$ cat src/rtl/cam_px_source_if.sv
// Camera-side bus of cam_px_source: frame-buffer read port plus the
// DVP-style pixel outputs (pclk, vsync, href, px_data, frame_done).
interface cam_px_source_if #(
    parameter int unsigned AW = 16
);
    logic [AW-1:0] mem_px_addr;
    logic [7:0]    mem_px_data;
    logic          pclk;
    logic          vsync;
    logic          href;
    logic [7:0]    px_data;
    logic          frame_done;

    // Pixel source side
    modport master (
        output mem_px_addr,
        output pclk,
        output vsync,
        output href,
        output px_data,
        output frame_done,
        input  mem_px_data
    );

    // Frame buffer / receiver side
    modport slave (
        input  mem_px_addr,
        input  pclk,
        input  vsync,
        input  href,
        input  px_data,
        input  frame_done,
        output mem_px_data
    );
endinterface

$ cat src/rtl/cam_px_source.sv
// cam_px_source: emulates a parallel camera sensor. Generates pclk = clk/2,
// vsync/href framing and pixel bytes read from a frame buffer.
// Optional build macro CAM_PX_SOURCE_TESTPAT_EN replaces memory pixels with
// an XOR test pattern (column ^ line); timing is identical in both builds.
module cam_px_source #(
    parameter int unsigned AW        = 16,
    parameter int unsigned H_PIX     = 160,
    parameter int unsigned V_LINES   = 120,
    parameter int unsigned VSYNC_LEN = 3,
    parameter int unsigned VBP       = 2,
    parameter int unsigned VFP       = 2,
    parameter int unsigned H_BLANK   = 16
) (
    input  logic clk,
    input  logic rst,
    input  logic en,
    cam_px_source_if.master bus
);

    localparam int unsigned LINE_LEN = H_PIX + H_BLANK;
    localparam int unsigned HW       = (LINE_LEN > 1) ? $clog2(LINE_LEN) : 1;
    localparam int unsigned V_SUM    = V_LINES + VSYNC_LEN + VBP + VFP;
    localparam int unsigned VW       = $clog2(V_SUM + 1);

    typedef enum logic [2:0] {
        S_IDLE,
        S_VSYNC,
        S_VBP,
        S_ACTIVE,
        S_HBLANK,
        S_VFP
    } state_e;

    state_e        state_q, state_d;
    logic          pclk_q, pclk_d;
    logic [HW-1:0] h_q, h_d;
    logic [VW-1:0] v_q, v_d;
    logic          vsync_q, vsync_d;
    logic          href_q, href_d;
    logic [7:0]    px_q, px_d;
    logic [AW-1:0] addr_q, addr_d;
    logic          done_q, done_d;
    logic          line_end_c;

    // Last pixel period of the current line
    assign line_end_c = (h_q == HW'(LINE_LEN - 1));

    // State and output registers; synchronous active-low reset
    always_ff @(posedge clk) begin
        if (!rst) begin
            state_q <= S_IDLE;
            pclk_q  <= 1'b0;
            h_q     <= '0;
            v_q     <= '0;
            vsync_q <= 1'b0;
            href_q  <= 1'b0;
            px_q    <= 8'd0;
            addr_q  <= '0;
            done_q  <= 1'b0;
        end else begin
            state_q <= state_d;
            pclk_q  <= pclk_d;
            h_q     <= h_d;
            v_q     <= v_d;
            vsync_q <= vsync_d;
            href_q  <= href_d;
            px_q    <= px_d;
            addr_q  <= addr_d;
            done_q  <= done_d;
        end
    end

    // Next-state logic; everything but pclk advances only on ticks (pclk_q=1)
    always_comb begin
        state_d = state_q;
        pclk_d  = pclk_q;
        h_d     = h_q;
        v_d     = v_q;
        vsync_d = vsync_q;
        href_d  = href_q;
        px_d    = px_q;
        addr_d  = addr_q;
        done_d  = 1'b0;

        if (state_q == S_IDLE) begin
            pclk_d  = 1'b0;
            vsync_d = 1'b0;
            href_d  = 1'b0;
            px_d    = 8'd0;
            if (en) begin
                state_d = S_VSYNC;
                h_d     = '0;
                v_d     = '0;
                addr_d  = '0;
            end
        end else begin
            pclk_d = ~pclk_q;
            if (pclk_q) begin
                vsync_d = 1'b0;
                href_d  = 1'b0;
                px_d    = 8'd0;
                h_d     = line_end_c ? '0 : h_q + HW'(1);
                case (state_q)
                    S_VSYNC: begin
                        vsync_d = 1'b1;
                        if (line_end_c) begin
                            if (v_q == VW'(VSYNC_LEN - 1)) begin
                                state_d = S_VBP;
                                v_d     = '0;
                            end else begin
                                v_d = v_q + VW'(1);
                            end
                        end
                    end
                    S_VBP: begin
                        if (line_end_c) begin
                            if (v_q == VW'(VBP - 1)) begin
                                state_d = S_ACTIVE;
                                v_d     = '0;
                            end else begin
                                v_d = v_q + VW'(1);
                            end
                        end
                    end
                    S_ACTIVE: begin
                        href_d = 1'b1;
`ifdef CAM_PX_SOURCE_TESTPAT_EN
                        px_d   = 8'(h_q) ^ 8'(v_q);
`else
                        px_d   = bus.mem_px_data;
                        addr_d = addr_q + AW'(1);
`endif
                        if (h_q == HW'(H_PIX - 1)) begin
                            state_d = S_HBLANK;
                        end
                    end
                    S_HBLANK: begin
                        if (line_end_c) begin
                            if (v_q == VW'(V_LINES - 1)) begin
                                state_d = S_VFP;
                                v_d     = '0;
                            end else begin
                                state_d = S_ACTIVE;
                                v_d     = v_q + VW'(1);
                            end
                        end
                    end
                    S_VFP: begin
                        if (line_end_c) begin
                            if (v_q == VW'(VFP - 1)) begin
                                done_d = 1'b1;
                                v_d    = '0;
                                if (en) begin
                                    state_d = S_VSYNC;
                                    addr_d  = '0;
                                end else begin
                                    state_d = S_IDLE;
                                end
                            end else begin
                                v_d = v_q + VW'(1);
                            end
                        end
                    end
                    default: state_d = S_IDLE;
                endcase
            end
        end
    end

    // Registered outputs onto the bus
    assign bus.mem_px_addr = addr_q;
    assign bus.pclk        = pclk_q;
    assign bus.vsync       = vsync_q;
    assign bus.href        = href_q;
    assign bus.px_data     = px_q;
    assign bus.frame_done  = done_q;

endmodule

$ cat src/flat_wrapper.sv
// flat-port wrapper written by rule: the top's interface ports become plain ports
module cam_px_source_flat 
#(
    parameter int unsigned AW        = 16,
    parameter int unsigned H_PIX     = 160,
    parameter int unsigned V_LINES   = 120,
    parameter int unsigned VSYNC_LEN = 3,
    parameter int unsigned VBP       = 2,
    parameter int unsigned VFP       = 2,
    parameter int unsigned H_BLANK   = 16
)
  (clk, rst, en, bus_mem_px_addr, bus_pclk, bus_vsync, bus_href, bus_px_data, bus_frame_done, bus_mem_px_data);
  cam_px_source_if #(.AW(AW)) bus_i ();
  input  logic clk;
  input  logic rst;
  input  logic en;
  output wire logic [$bits(bus_i.mem_px_addr)-1:0] bus_mem_px_addr;
  output wire logic [$bits(bus_i.pclk)-1:0] bus_pclk;
  output wire logic [$bits(bus_i.vsync)-1:0] bus_vsync;
  output wire logic [$bits(bus_i.href)-1:0] bus_href;
  output wire logic [$bits(bus_i.px_data)-1:0] bus_px_data;
  output wire logic [$bits(bus_i.frame_done)-1:0] bus_frame_done;
  input wire logic [$bits(bus_i.mem_px_data)-1:0] bus_mem_px_data;
  assign bus_mem_px_addr = bus_i.mem_px_addr;
  assign bus_pclk = bus_i.pclk;
  assign bus_vsync = bus_i.vsync;
  assign bus_href = bus_i.href;
  assign bus_px_data = bus_i.px_data;
  assign bus_frame_done = bus_i.frame_done;
  assign bus_i.mem_px_data = bus_mem_px_data;
  cam_px_source #(.AW(AW), .H_PIX(H_PIX), .V_LINES(V_LINES), .VSYNC_LEN(VSYNC_LEN), .VBP(VBP), .VFP(VFP), .H_BLANK(H_BLANK)) u_core (.clk(clk), .rst(rst), .en(en), .bus(bus_i));
endmodule
$ cat config.mk
export PLATFORM = sky130hd
export DESIGN_NAME = cam_px_source_flat
export DESIGN_NICKNAME = d
export VERILOG_FILES = /design/src/rtl/cam_px_source_if.sv /design/src/rtl/cam_px_source.sv /design/src/flat_wrapper.sv
export SDC_FILE = /design/constraint.sdc
export NUM_CORES = 1
export LEC_CHECK = 0
export CELL_PAD_IN_SITES_DETAIL_PLACEMENT = 1
export CELL_PAD_IN_SITES_GLOBAL_PLACEMENT = 1
export CORE_ASPECT_RATIO = 1.2
export CORE_MARGIN = 2
export CORE_UTILIZATION = 38
export DETAILED_ROUTE_END_ITERATION = 16
export PLACE_DENSITY_LB_ADDON = 0.1
export SYNTH_ARGS = -nofsm -noshare
export SYNTH_HDL_FRONTEND = slang
export SYNTH_SLANG_ARGS = --single-unit
$ cat constraint.sdc
create_clock -name clk -period 3.1 [get_ports clk]
set_input_delay 0.62 -clock clk [delete_from_list [all_inputs] [get_ports clk]]
set_output_delay 0.62 -clock clk [all_outputs]
set_load 0.02 [all_outputs]
# Word-level counts from Yosys, hierarchy flattened
# Index checks and enable logic that the tools add are counted.
[word_totals]
mem_bits_rw = 0
elab_cells = 85
out_inout_bits = 28
regBits = 46
memories = 0
input_bits = 11
latchBits = 0
romBits = 0
[classes]
addsub = 3
div = 0
shifts = 0
muxes = 38
n_reduce_logical = 11
eq_ne = 20
n_bitwise = 4
order_cmp = 0
mul = 0
[op_table]
columns = ["cell", "n"]
rows = [
  ["$mux W16", 5],
  ["$mux W7", 9],
  ["$mux W8", 5],
  ["$mux W3", 12],
  ["$pmux W16 S2", 1],
  ["$ne A3 B1 Y1 const B", 9],
  ["$pmux W7 S3", 1],
  ["$add A16 B1 Y16 const B", 1],
  ["$eq A8 B8 Y1 const B", 2],
  ["$pmux W3 S5", 1],
  ["$reduce_and A10 Y1", 1],
  ["$add A8 B1 Y8 const B", 1],
  ["$add A7 B1 Y7 const B", 1],
  ["$eq A7 B1 Y1 const B", 1],
  ["$eq A7 B2 Y1 const B", 1],
  ["$eq A7 B7 Y1 const B", 1],
  ["$eq A3 B2 Y1 const B", 2],
  ["$eq A3 B3 Y1 const B", 2],
  ["$reduce_and A6 Y1", 1],
  ["$reduce_or A5 Y1", 1],
  ["$mux W1", 4],
  ["$not A1 Y1", 4],
  ["$reduce_and A4 Y1", 1],
  ["$reduce_bool A4 Y1", 1],
  ["other kinds (7)", 8],
]

# Logic depth before layout (Yosys ltp)
[logic_depth]
depth_word = 6
ltp_mapped = 8
depth_no_buf = 8

# Least setup slack after synthesis
# Ideal clock, no wire load.
[synth_path]
kind = "reg-to-reg"
startpoint = "reg u_core.h_q[0]"
endpoint = "reg u_core.addr_q[13], in the netlist u_core.bus.mem_px_addr[13]"
stages_incl_launch_ff = 8
setup_ns = 0.074
arrival_time_ns = 1.792
t_required_ns = 3.026
n_path_buf = 0
synth_period_minus_slack_ns = 1.866
path_slack_ns = 1.234
cell_sequence = "dfxtp_1 > ha_1 > nand3_1 > nor2_1 > a31o_2 > nand2b_1 > or3_1 > a31oi_1"
[synth_via]
elab_chain_len = 3
[synth_lines]
columns = ["element", "line_no", "source"]
rows = [
  ["start: declaration", "cam_px_source.sv:36", "logic [HW-1:0] h_q, h_d;"],
  ["start signal: assignment", "cam_px_source.sv:53", "h_q <= '0;"],
  ["start signal: assignment", "cam_px_source.sv:63", "h_q <= h_d;"],
  ["$eq A8 B8 Y1", "cam_px_source.sv:46", "assign line_end_c = (h_q == HW'(LINE_LEN - 1));"],
  ["$ne A3 B1 Y1 (no line)", "-", ""],
  ["$reduce_and A4 Y1 (no line)", "-", ""],
  ["end signal: assignment", "cam_px_source.sv:68", "addr_q <= addr_d;"],
  ["end: declaration", "cam_px_source.sv:41", "logic [AW-1:0] addr_q, addr_d;"],
]
# Every way passes these cells.
# A chain may end at the register's enable or synchronous reset.

# Final worst setup path
[layout_path]
startpoint = "in en"
endpoint = "reg u_core.v_q[4]"
[layout_via]
elab_chain_len = 2
[layout_lines]
columns = ["element", "line_no", "source"]
rows = [
  ["start: declaration", "flat_wrapper.sv:16", "input logic en;"],
  ["$ne A2 B2 Y1 (no line)", "-", ""],
  ["$reduce_and A6 Y1 (no line)", "-", ""],
  ["end signal: assignment", "cam_px_source.sv:64", "v_q <= v_d;"],
  ["end: declaration", "cam_px_source.sv:37", "logic [VW-1:0] v_q, v_d;"],
]
# Every way passes these cells.

==> flow_summary.html <==
<table>
<tr><th>Metric</th><th>Value</th></tr>
<tr><th colspan="2">Outcome</th></tr>
<tr><td>Run status</td><td>finished, final reports clean</td></tr>
<tr><th colspan="2">Die</th></tr>
<tr><td>FP Rows</td><td>31</td></tr>
<tr><td>I/O pins</td><td>39</td></tr>
<tr><td>Area inside the core boundary</td><td>6090 µm²</td></tr>
<tr><td>Starting Density</td><td>0.3957</td></tr>
<tr><td>Total die area</td><td>6997 µm²</td></tr>
<tr><td>Die outline width</td><td>about 77 µm</td></tr>
<tr><td>Chip Height</td><td>91.24 µm</td></tr>
<tr><th colspan="2">Placed design</th></tr>
<tr><td>Area after DPL</td><td>2860 µm²</td></tr>
<tr><td>Detailed placer's ending HPWL</td><td>between 4000 and 5000 µm</td></tr>
<tr><td>Port bufs</td><td>38</td></tr>
<tr><td>Placer's final routability congestion estimate</td><td>between 0.7 and 0.8</td></tr>
<tr><th colspan="2">STA</th></tr>
<tr><td>Relative max-transition margin</td><td>0.4474</td></tr>
<tr><td>Crit share post-route</td><td>0.7893</td></tr>
<tr><td>Maximum clock skew at final layout</td><td>0.006416 ns</td></tr>
<tr><td>Slew Limit Fails</td><td>0</td></tr>
<tr><td>Worst Tran Pin Value</td><td>0.8214 ns</td></tr>
<tr><td>Final total negative setup slack</td><td>0 ns</td></tr>
<tr><td>Minimum clock period after layout</td><td>~2.4 ns</td></tr>
<tr><td>Fin. Hold Viols</td><td>0</td></tr>
<tr><td>Final count of negative-setup-slack endpoints</td><td>0</td></tr>
<tr><td>Timing-limited maximum frequency</td><td>408.7 MHz</td></tr>
<tr><td>Unrepaired setup endpoints after global routing</td><td>no</td></tr>
<tr><th colspan="2">Drt</th></tr>
<tr><td>Routed vias</td><td>2421</td></tr>
<tr><td>First-pass DRT Iterations</td><td>4</td></tr>
<tr><td>Routed len/inst</td><td>between 15 and 20 µm</td></tr>
<tr><td>Total wirelength of the detailed-routed design</td><td>6722 µm</td></tr>
<tr><td>Final antenna-violating net count</td><td>0</td></tr>
<tr><td>Post-DR vias/cell</td><td>5.751</td></tr>
<tr><td>Final routed DRC violation total</td><td>0</td></tr>
<tr><td>DRC violation total after the first TritonRoute iteration</td><td>128</td></tr>
<tr><th colspan="2">Clock network</th></tr>
<tr><td>Resize count post-CTS</td><td>0</td></tr>
<tr><td>CTS H-tree lvls</td><td>2</td></tr>
<tr><td>Source-to-sink clock delay at the later pin of the worst-skew pair</td><td>0.31 ns</td></tr>
<tr><td>CTS tree</td><td>built</td></tr>
<tr><td>Clock-pin slew reported for the worst setup and hold paths after clock tree synthesis</td><td>0.09 ns</td></tr>
<tr><td>Clock Path Buffers</td><td>2</td></tr>
<tr><td>CTS Hold Buffers Added</td><td>0</td></tr>
<tr><td>Number of buffers added by the clock tree synthesis step</td><td>5</td></tr>
<tr><td>Root cell of the clock tree</td><td>clkbuf_8</td></tr>
<tr><td>Number of clock sinks</td><td>46</td></tr>
<tr><td>Setup Buffers After CTS</td><td>0</td></tr>
<tr><th colspan="2">Worst setup path</th></tr>
<tr><td>Setup crit start kind</td><td>input pin</td></tr>
<tr><td>CP endpoint kind</td><td>flip-flop</td></tr>
<tr><td>Depth of the most critical reg-to-reg path</td><td>5</td></tr>
<tr><td>Reg2Reg Setup Slack</td><td>0.70 ns</td></tr>
<tr><td>Worst EP arrival</td><td>2.65 ns</td></tr>
<tr><td>Reg-to-Reg Start</td><td>u_core.state_q[1]</td></tr>
<tr><td>CP Max Fanout</td><td>9</td></tr>
<tr><td>Critical R2R Capture</td><td>u_core.bus.mem_px_addr[13]</td></tr>
<tr><td>Crit path kind</td><td>in -&gt; reg</td></tr>
<tr><td>CP required</td><td>~3.3 ns</td></tr>
<tr><th colspan="2">Final layout</th></tr>
<tr><td>P&amp;R area growth vs syn</td><td>23.42%</td></tr>
<tr><td>Combined area of the multi-input logic cells</td><td>1393 µm²</td></tr>
<tr><td>Number of nets in the layout</td><td>354</td></tr>
<tr><td>Finished Cell Area</td><td>2974 µm²</td></tr>
<tr><td>Ant diodes</td><td>0</td></tr>
<tr><td>Share of post-route cells with drive strength above 1</td><td>0.05900</td></tr>
<tr><td>Count of filler cells inserted in the layout</td><td>786</td></tr>
<tr><td>Sequential cell area</td><td>920.9 µm²</td></tr>
<tr><th colspan="2">GRT</th></tr>
<tr><td>Remaining Overflow, GRT</td><td>0</td></tr>
<tr><td>Number of global-route vias before repair</td><td>2395</td></tr>
<tr><td>Antenna violations before repair</td><td>0</td></tr>
<tr><td>First-pass GRT wire length</td><td>11920 µm</td></tr>
<tr><td>Combined global-route utilization of all metal layers</td><td>0.2077</td></tr>
<tr><td>Pin count of the biggest net entering global routing</td><td>21</td></tr>
<tr><th colspan="2">Hold path</th></tr>
<tr><td>Min-Delay Endpoint</td><td>u_core.bus.href</td></tr>
<tr><td>Worst hold path cell count</td><td>1</td></tr>
<tr><td>HP Class</td><td>reg -&gt; reg</td></tr>
<tr><td>Worst hold start</td><td>u_core.bus.href</td></tr>
<tr><th colspan="2">Synthesis</th></tr>
<tr><td>Post-synthesis register bit count</td><td>46</td></tr>
<tr><td>Net count after synthesis</td><td>319</td></tr>
<tr><td>Post-Syn Area</td><td>2410 µm²</td></tr>
<tr><td>Post-synthesis instance total</td><td>roughly 300</td></tr>
<tr><td>Synth Flop Type</td><td>dfxtp_1</td></tr>
<tr><td>Number of synthesized flops with an enable pin</td><td>0</td></tr>
<tr><td>Post-synthesis cell type count</td><td>51</td></tr>
<tr><td>Per-instance average area after synthesis</td><td>7.953 µm²</td></tr>
<tr><td>Fraction of synthesis flops using an asynchronous set or reset pin</td><td>0</td></tr>
<tr><td>Number of warnings issued by yosys</td><td>0</td></tr>
<tr><td>Synth top area cells</td><td>dfxtp_1, nor2_1, nand2_1, nand3_1, a21oi_1</td></tr>
<tr><td>Share of the yosys chip area belonging to registers</td><td>0.3821</td></tr>
<tr><td>Biggest area consumer among synthesized cells</td><td>dfxtp_1</td></tr>
<tr><td>Yosys top cell area share</td><td>0.3821</td></tr>
<tr><th colspan="2">Pwr</th></tr>
<tr><td>Switching power</td><td>roughly 500 µW</td></tr>
<tr><td>Lkg Pwr</td><td>0.0009929 µW</td></tr>
<tr><td>Fraction of power spent switching nets</td><td>0.3401</td></tr>
<tr><td>Largest voltage drop on the vdd net</td><td>a little under 0.0002 V</td></tr>
<tr><td>Internal power</td><td>969.1 µW</td></tr>
<tr><td>P per Cell Area</td><td>493.8 nW/µm²</td></tr>
<tr><td>Part of the power in the clock network</td><td>0.316</td></tr>
<tr><td>Logic gate share of total power</td><td>0.243</td></tr>
<tr><td>Sequential fraction of design power</td><td>0.441</td></tr>
<tr><th colspan="2">Flow run</th></tr>
<tr><td>Max-cap violation count</td><td>0</td></tr>
</table>
## power by group through the flow
stage	sequential (µW)	clock, µW	combinational [µW]
2_1_floorplan	641	0	272
3_3_place_gp	660	0	351
3_5_place_dp	660	0	356
4_1_cts	647	480	359
5_1_grt	653	506	404
6_report	648	464	357
## sequential cells by signal, summed over array words and instances, names as in the netlist
register,flops
u_core.bus.mem_px_addr,16
u_core.bus.px_data,8
u_core.h_q,8
u_core.v_q,7
u_core.state_q,3
u_core.bus.frame_done,1
u_core.bus.href,1
u_core.bus.pclk,1
u_core.bus.vsync,1
## cell usage after synthesis, types with 2 or more instances
cell and number:
nor3b_1 3, a21o_1 3, a221oi_1 2, nor2_1 41
clkbuf_1 9, nand3_1 19, a21oi_1 18, nor3_1 12
ha_1 5, xor2_1 3, a22o_1 8, nand4b_1 2
nand2b_1 2, nand4bb_1 2, a31oi_1 7, nand2_1 27
or3_1 6, o22ai_1 2, a32oi_1 3, nand4_1 9
a41oi_1 4, and2_1 3, nor4_1 2, dfxtp_1 46
o21ai_0 18, and4_1 2, a211oi_1 2, and3_1 2
buf_2 5, o311ai_1 2, inv_1 7, xnor2_1 4
nand3b_1 4, o41ai_1 2
## worst max path at each step
stage / from / end / cells after the start
CTS: en / u_core.v_q[4] / 7
finish: en / u_core.v_q[4] / 7
detailed placement: en / u_core.v_q[5] / 7
floorplan: u_core.h_q[0] / u_core.bus.mem_px_addr[13] / 7
global route: en / u_core.v_q[5] / 7
global placement: en / u_core.v_q[5] / 7
## metal layers
layer | global-route usage | vias to the layer above | wire length (µm)
li1 | - | 1187 | -
met3 | 0.04076 | 9 | 242
met4 | 0.06212 | 0 | 88
met2 | 0.3443 | 50 | 3271
met1 | 0.2718 | 1175 | 3120
met5 | 0 | - | 0
## kinds of logic (layout without fill, tap and decap cells)
logic type / Yosys count / count (layout) / synth area share
simple gates: 142 / 142 / 0.2970
buf+inv: 22 / 58 / 0.03998
compound gates: 81 / 81 / 0.2295
xor+xnor: 7 / 7 / 0.02544
flops: 46 / 46 / 0.3821
fa+ha+maj: 5 / 5 / 0.02596
## worst max-delay path, cell delays in order
cell             delay [ns]
clkdlybuf4s50_1        0.49
nor4_1                 0.66
a21oi_1                0.19
o211ai_2               0.23
nor2_2                 0.13
a221oi_1               0.27
nor2_1                 0.06
## stage by stage
| step | setup slack, ns | cells | total power [µW] | utilization | hold WS [ns] |
|---|---|---|---|---|---|
| 3_3_place_gp | 0.3897 | 413 | 1011 | 0.4697 | 0.4413 |
| 2_1_floorplan | 1.234 | 303 | 913.2 | - | 0.4700 |
| 3_5_place_dp | 0.3500 | 413 | 1016 | 0.4697 | 0.4406 |
| 5_1_grt | 0.4284 | 421 | 1563 | 0.4884 | 0.5007 |
| 6_report | 0.6533 | 421 | 1469 | 0.4884 | 0.4579 |
| 4_1_cts | 0.6634 | 421 | 1486 | 0.4884 | 0.4615 |
## cell usage in the layout, fill, tap and decap left out, types with 4 or more instances in the layout
cell type         n
dfxtp_1          46
nor2_1           41
clkdlybuf4s50_1  38
nand2_1          27
nand3_1          19
a21oi_1          18
o21ai_0          18
nor3_1           12
nand4_1           9
a22o_1            8
inv_1             7
a31oi_1           7
or3_1             6
ha_1              5
clkbuf_8          5
buf_4             5
nand3b_1          4
a41oi_1           4
xnor2_1           4
## cell type report
cell class | instances | area share
multi-input combinational | 235 | 0.4682
sequential | 46 | 0.3096
timing repair buffer | 43 | 0.1405
tap | 82 | 0.03450
clock buffer | 5 | 0.02314
clock inverter | 3 | 0.01515
inverter | 7 | 0.008835
(Power assumes the default switching activity.)
